--- config.mk ---
export PLATFORM = sky130hd
export DESIGN_NAME = aes_word_frontend_flat
export DESIGN_NICKNAME = d
export VERILOG_FILES = /design/src/rtl/aes_word_frontend_if.sv /design/src/rtl/aes_word_frontend.sv /design/src/flat_wrapper.sv
export SDC_FILE = /design/constraint.sdc
export NUM_CORES = 1
export LEC_CHECK = 0
export ABC_AREA = 1
export BUFFER_PORTS_ARGS = -buffer_cell sky130_fd_sc_hd__buf_2
export CAP_MARGIN = 20
export CELL_PAD_IN_SITES_DETAIL_PLACEMENT = 1
export CELL_PAD_IN_SITES_GLOBAL_PLACEMENT = 2
export CORE_ASPECT_RATIO = 1.5
export CORE_MARGIN = 2
export CORE_UTILIZATION = 25
export CTS_CLUSTER_SIZE = 16
export DETAILED_ROUTE_END_ITERATION = 12
export PLACE_DENSITY_LB_ADDON = 0.1
export SYNTH_ARGS = -nofsm -noshare
export SYNTH_HDL_FRONTEND = slang
export SYNTH_SLANG_ARGS = --single-unit
export TNS_END_PERCENT = 100
--- constraint.sdc ---
create_clock -name clk -period 2 [get_ports clk]
set_input_delay 0.3 -clock clk [delete_from_list [all_inputs] [get_ports clk]]
set_output_delay 0.3 -clock clk [all_outputs]
set_load 0.1 [all_outputs]
--- src/rtl/aes_word_frontend_if.sv ---
// Word-stream bundle for the AES front-end: one 32-bit valid/ready input stream
// and one 32-bit valid/ready result stream.
interface aes_word_frontend_if;
    logic        in_valid;
    logic        in_ready;
    logic [31:0] in_data;
    logic        out_valid;
    logic        out_ready;
    logic [31:0] out_data;

    modport master (
        output in_valid, in_data, out_ready,
        input  in_ready, out_valid, out_data
    );

    modport slave (
        input  in_valid, in_data, out_ready,
        output in_ready, out_valid, out_data
    );
endinterface

--- src/rtl/aes_word_frontend.sv ---
// Streaming front-end for aes_core: packs four input words into a block, loads the
// core, waits on busy with a watchdog, then drains the 128-bit result as four words.
module aes_word_frontend #(
    parameter int TIMEOUT_CYCLES = 64,
    parameter int TO_W           = 7
) (
    input  logic                clk,
    input  logic                rst_n,
    aes_word_frontend_if.slave  strm,
    input  logic [255:0]        key_i,
    input  logic [1:0]          size_i,
    input  logic                dec_i,
    output logic                err_timeout,
    output logic                core_load_o,
    output logic [255:0]        core_key_o,
    output logic [127:0]        core_data_o,
    output logic [1:0]          core_size_o,
    output logic                core_dec_o,
    input  logic [127:0]        core_data_i,
    input  logic                core_busy_i
);

    typedef enum logic [2:0] {
        ST_FILL,
        ST_LOAD,
        ST_START,
        ST_WAIT,
        ST_DRAIN
    } state_t;

    state_t          state_reg, state_next;
    logic [1:0]      wcnt_reg;
    logic [1:0]      ocnt_reg;
    logic [TO_W-1:0] to_cnt_reg;
    logic [95:0]     shift_reg;
    logic [255:0]    key_reg;
    logic [1:0]      size_reg;
    logic            dec_reg;
    logic [127:0]    core_data_reg;
    logic [255:0]    core_key_reg;
    logic [1:0]      core_size_reg;
    logic            core_dec_reg;
    logic [127:0]    result_reg;
    logic            err_reg;

    logic            in_ready_c;
    logic            out_valid_c;
    logic            load_c;
    logic [31:0]     out_data_c;
    logic            in_fire;
    logic            out_fire;
    logic            timeout_hit;
    logic [31:0]     res_word [4];

    assign in_fire     = strm.in_valid & in_ready_c;
    assign out_fire    = strm.out_ready & out_valid_c;
    assign timeout_hit = (to_cnt_reg == TO_W'(TIMEOUT_CYCLES - 1));

    // Word 0 is the most significant word of the block.
    generate
        for (genvar gi = 0; gi < 4; gi++) begin : g_res_word
            assign res_word[gi] = result_reg[127 - 32*gi -: 32];
        end
    endgenerate

    always_ff @(posedge clk or negedge rst_n) begin
        if (!rst_n) begin
            state_reg <= ST_FILL;
        end else begin
            state_reg <= state_next;
        end
    end

    always_comb begin
        state_next = state_reg;
        case (state_reg)
            ST_FILL:  if (in_fire && wcnt_reg == 2'd3) state_next = ST_LOAD;
            ST_LOAD:  state_next = ST_START;
            ST_START: begin
                if (core_busy_i)      state_next = ST_WAIT;
                else if (timeout_hit) state_next = ST_FILL;
            end
            ST_WAIT: begin
                if (!core_busy_i)     state_next = ST_DRAIN;
                else if (timeout_hit) state_next = ST_FILL;
            end
            ST_DRAIN: if (out_fire && ocnt_reg == 2'd3) state_next = ST_FILL;
            default:  state_next = ST_FILL;
        endcase
    end

    always_comb begin
        in_ready_c  = (state_reg == ST_FILL);
        out_valid_c = (state_reg == ST_DRAIN);
        load_c      = (state_reg == ST_LOAD);
        out_data_c  = 32'd0;
        if (state_reg == ST_DRAIN) out_data_c = res_word[ocnt_reg];
    end

    always_ff @(posedge clk or negedge rst_n) begin
        if (!rst_n) begin
            wcnt_reg      <= '0;
            ocnt_reg      <= '0;
            to_cnt_reg    <= '0;
            shift_reg     <= '0;
            key_reg       <= '0;
            size_reg      <= '0;
            dec_reg       <= 1'b0;
            core_data_reg <= '0;
            core_key_reg  <= '0;
            core_size_reg <= '0;
            core_dec_reg  <= 1'b0;
            result_reg    <= '0;
            err_reg       <= 1'b0;
        end else begin
            if (in_fire) begin
                shift_reg <= {shift_reg[63:0], strm.in_data};
                wcnt_reg  <= wcnt_reg + 2'd1;
                if (wcnt_reg == 2'd0) begin
                    key_reg  <= key_i;
                    size_reg <= size_i;
                    dec_reg  <= dec_i;
                    err_reg  <= 1'b0;
                end
                // Core-facing copies stay stable until the next block is complete.
                if (wcnt_reg == 2'd3) begin
                    core_data_reg <= {shift_reg, strm.in_data};
                    core_key_reg  <= key_reg;
                    core_size_reg <= size_reg;
                    core_dec_reg  <= dec_reg;
                end
            end

            if (state_reg == ST_LOAD) begin
                to_cnt_reg <= '0;
            end else if (state_reg == ST_START || state_reg == ST_WAIT) begin
                to_cnt_reg <= to_cnt_reg + 1'b1;
            end

            if ((state_reg == ST_START && !core_busy_i && timeout_hit) ||
                (state_reg == ST_WAIT && core_busy_i && timeout_hit)) begin
                err_reg <= 1'b1;
            end

            if (state_reg == ST_WAIT && !core_busy_i) begin
                result_reg <= core_data_i;
                ocnt_reg   <= 2'd0;
            end else if (out_fire) begin
                ocnt_reg <= ocnt_reg + 2'd1;
            end
        end
    end

    assign strm.in_ready  = in_ready_c;
    assign strm.out_valid = out_valid_c;
    assign strm.out_data  = out_data_c;
    assign core_load_o    = load_c;
    assign core_data_o    = core_data_reg;
    assign core_key_o     = core_key_reg;
    assign core_size_o    = core_size_reg;
    assign core_dec_o     = core_dec_reg;
    assign err_timeout    = err_reg;

endmodule

--- src/flat_wrapper.sv ---
// flat-port wrapper written by rule: the top's interface ports become plain ports
module aes_word_frontend_flat 
#(
    parameter int TIMEOUT_CYCLES = 64,
    parameter int TO_W           = 7
)
  (clk, rst_n, key_i, size_i, dec_i, err_timeout, core_load_o, core_key_o, core_data_o, core_size_o, core_dec_o, core_data_i, core_busy_i, strm_in_valid, strm_in_data, strm_out_ready, strm_in_ready, strm_out_valid, strm_out_data);
  aes_word_frontend_if strm_i ();
  input  logic clk;
  input  logic rst_n;
  input  logic [255:0] key_i;
  input  logic [1:0] size_i;
  input  logic dec_i;
  output logic err_timeout;
  output logic core_load_o;
  output logic [255:0] core_key_o;
  output logic [127:0] core_data_o;
  output logic [1:0] core_size_o;
  output logic core_dec_o;
  input  logic [127:0] core_data_i;
  input  logic core_busy_i;
  input wire logic [$bits(strm_i.in_valid)-1:0] strm_in_valid;
  input wire logic [$bits(strm_i.in_data)-1:0] strm_in_data;
  input wire logic [$bits(strm_i.out_ready)-1:0] strm_out_ready;
  output wire logic [$bits(strm_i.in_ready)-1:0] strm_in_ready;
  output wire logic [$bits(strm_i.out_valid)-1:0] strm_out_valid;
  output wire logic [$bits(strm_i.out_data)-1:0] strm_out_data;
  assign strm_i.in_valid = strm_in_valid;
  assign strm_i.in_data = strm_in_data;
  assign strm_i.out_ready = strm_out_ready;
  assign strm_in_ready = strm_i.in_ready;
  assign strm_out_valid = strm_i.out_valid;
  assign strm_out_data = strm_i.out_data;
  aes_word_frontend #(.TIMEOUT_CYCLES(TIMEOUT_CYCLES), .TO_W(TO_W)) u_core (.clk(clk), .rst_n(rst_n), .strm(strm_i), .key_i(key_i), .size_i(size_i), .dec_i(dec_i), .err_timeout(err_timeout), .core_load_o(core_load_o), .core_key_o(core_key_o), .core_data_o(core_data_o), .core_size_o(core_size_o), .core_dec_o(core_dec_o), .core_data_i(core_data_i), .core_busy_i(core_busy_i));
endmodule
==> summary.md <==
| Metric | Value |
|---|---|
| FF/Latch Area | 22200 µm² |
| Clock-pin slew on the worst setup and hold paths | approximately 60 ps |
| Setup violations, final | 34 |
| Wire per inst | between 20 and 25 µm |
| Initial antenna violation count | 46 |
| Global router's overall resource usage | 21.2% |
| Multi-input gate area | 12600 µm² |
| Sequential area share after synthesis | 62.5% |
| Max clock buf depth | 3 |
| Core outline area | 141000 µm² |
| Iter 0 DRT Violations | roughly 1600 |
| Final nets | just under 6000 |
| DIE HEIGHT | 465 µm |
| Most frequent cells in the layout | 2010 x nand2_1, 882 x dfrtp_1, 807 x buf_2, 422 x dlygate4sd3_1, 316 x o21ai_0 |
| Io pins | 847 |
| HP Class | primary input to asynchronous set/reset pin |
| Die X | 311 µm |
| Clock root buffer | clkbuf_16 |
| Run status | finished with violations |
| Clk_lat worst skew | 720 ps |
| Initial Utilization | approximately 25% |
| Slew at the pin with the worst max-slew slack | between 600 and 700 ps |
| Syn_nets | 4532 |
| Post-layout util | a little under two fifths |
| Vias in the first global route | 35276 |
| Largest net degree at the start of global routing | 96 |
| Max FO, Critical Path | 5 |
| Post-route ant nets | 0 |
| Max frequency | 397 MHz |
| Clock Sinks | 885 |
| Skew final | 25.9 ps |
| First-pass DRT Iterations | 7 |
| RePlAce Congestion | between 0.7 and 0.8 |
| VDD IR max | 1030 µV |
| M1 GR Usage | 26.8% |
| Area growth, synth to finish | 49.9% |
| Final Hold Viols | 0 |
| First-pass GRT wire length | 234000 µm |
| Fillcell total | 16416 |
| Remaining Overflow, GRT | 0 |
| Syn Area/Cell | between 8 and 9 µm² |
| Failing checks | negative setup slack |
| GRT met3 Usage | between 7 and 8% |
| Port Buf Inserts | 846 |
| Num CTS Buffers | 98 |
| Site row count | 169 |
| DP HPWL | 106000 µm |
| Main synth FF type | dfrtp_1 |
| Cells after synthesis | 4104 |
| RSZ-0062 raised after global routing | yes |
| Final Cycle Share | 126% |
| Fin. max-slew vios | 0 |
| Die area | 145000 µm² |
| GR Util met2 | 34.0% |
| Post-synthesis cell type count | 24 |
| Final worst setup slack | -521 ps |
| CTS tree | yes |
| Number of H-tree levels | 3 |
| Dpl ws | between 150 and 200 ps |
| Synth async-reset ratio | 100% |
| Global route hottest layer | met2 |
| Post-route DRC | 0 |
| Post-Route WL | 161000 µm |
| Syn Std Cell Area | 35400 µm² |
| Crit start category | flop |
| Depth of the most critical reg-to-reg path | 13 |
| Max-Slew Margin vs Limit | approximately 57% |
| Crit path DAT | around 2200 ps |
| Number of enable flip-flop cells after synthesis | 0 |
| Worst Setup End Kind | primary output |
| Flip-flop and latch count after synthesis | approximately 890 |
| Crit path kind | flop to primary output |
| Max-cap violations | 0 |
| Minimum clock period | 2520 ps |
| Vias per cell | 4.45 |
| Synthesis Warnings | 0 |
| Static Leak | 27.8 nW |
| Share of layout cells above drive strength 1 | 24.2% |
| CP Data Required Time | 1700 ps |
| Commonest non-fill, non-tap cell in the layout | nand2_1 |
| Total power per unit cell area | between 1500 and 2000 nW/µm² |
| Routed via count | 32975 |
-- stage by stage --
| step | hold WS [ps] | instances | total power [mW] | cell area (µm²) | TNS, ps |
|---|---|---|---|---|---|
| detailed placement | 225 | 6714 | 78.7 | 44000 | 0 |
| global route | 90.6 | 7408 | 106 | 53100 | -19980 |
| finish | 83.4 | 7413 | 100 | 53100 | -14600 |
| CTS | 10.8 | 7335 | 100 | 51900 | -17720 |
| global placement | 230 | 6714 | 78.2 | 44000 | 0 |
| floorplan | 4.41 | 4104 | 64.7 | 35800 | -11000 |
-- logic make-up after synthesis --
family,count (synthesis),share of synthesized area [%]
xor gates and xnor gates,1,0.0247
and+or+nand+nor,2411,26.5
adders and majority gates,4,0.141
buffers and inverters,305,3.71
DFF,885,62.5
AOI/OAI and AO/OA,498,7.05
-- critical path: stages, from the launching register on --
cell and delay, ps:
dfrtp_2 450, buf_6 190, clkbuf_16 170, nor2_1 60, nor2_1 170, o21ai_2 120, a21oi_4 160, buf_12 190
-- per-layer routing --
metal | up-vias | routed length [µm]
li1 | 15661 | -
met1 | 16246 | 69200
met2 | 860 | 75500
met3 | 176 | 13200
met4 | 32 | 3340
met5 | - | 200
-- power by group --
group / leakage (nW) / switching (mW) / total, mW / internal, mW
combinational: 14.9 / 39.7 / 50.9 / 11.2
sequential: 11.3 / 4.90 / 30.7 / 25.8
clock: 1.57 / 7.90 / 18.6 / 10.7
-- area by class of cell --
cell class                      instances  share of cell area (%)
Antenna cell                           30                   0.141
Timing Repair inverter                  1                  0.0118
Multi-Input combinational cell       2914                    23.7
Sequential cell                       885                    41.7
Tap cell                             1881                    4.43
Clock inverter                         25                   0.670
Clock buffer                          150                    5.39
Timing Repair Buffer                 1504                    23.7
Inverter                               23                   0.226
-- path summary, 6_finish.rpt --
| kind | start | to | slack (ps) |
|---|---|---|---|
| max | u_core.ocnt_reg[0] | strm_out_data[1] | -520 |
| min | rst_n | u_core.shift_reg[20] | 80 |
| max reg2reg | u_core.state_reg[1] | u_core.core_key_o[73] | 30 |
| min reg2reg | u_core.key_reg[182] | u_core.core_key_o[182] | 460 |
| max in group asynchronous | rst_n | u_core.key_reg[166] | 1040 |
| min in group clk | strm_in_valid | u_core.shift_reg[91] | 140 |
-- synth_stat cells, types with 3 or more instances --
cell type,number,area [µm²]
nand2_1,2025,7600
dfrtp_1,885,22100
o21ai_0,383,1920
nand3_1,232,1160
clkbuf_1,146,548
nor2_1,145,544
buf_2,121,606
o21ai_1,79,395
a21oi_1,35,175
inv_1,20,75.1
buf_1,11,41.3
ha_1,4,50.1
buf_4,3,22.5
inv_2,3,11.3
nand4_1,3,18.8
-- repair_timing --
item                       in CTS  in global routing
gates cloned                    8                 26
resized for setup              93                 95
hold buffers                  422                  0
pin swaps                       4                 10
setup endpoints to repair      37                411
setup buffers                  16                 27
hold endpoints to repair      651                  0
Note: power is estimated with default switching activity, not from simulation.
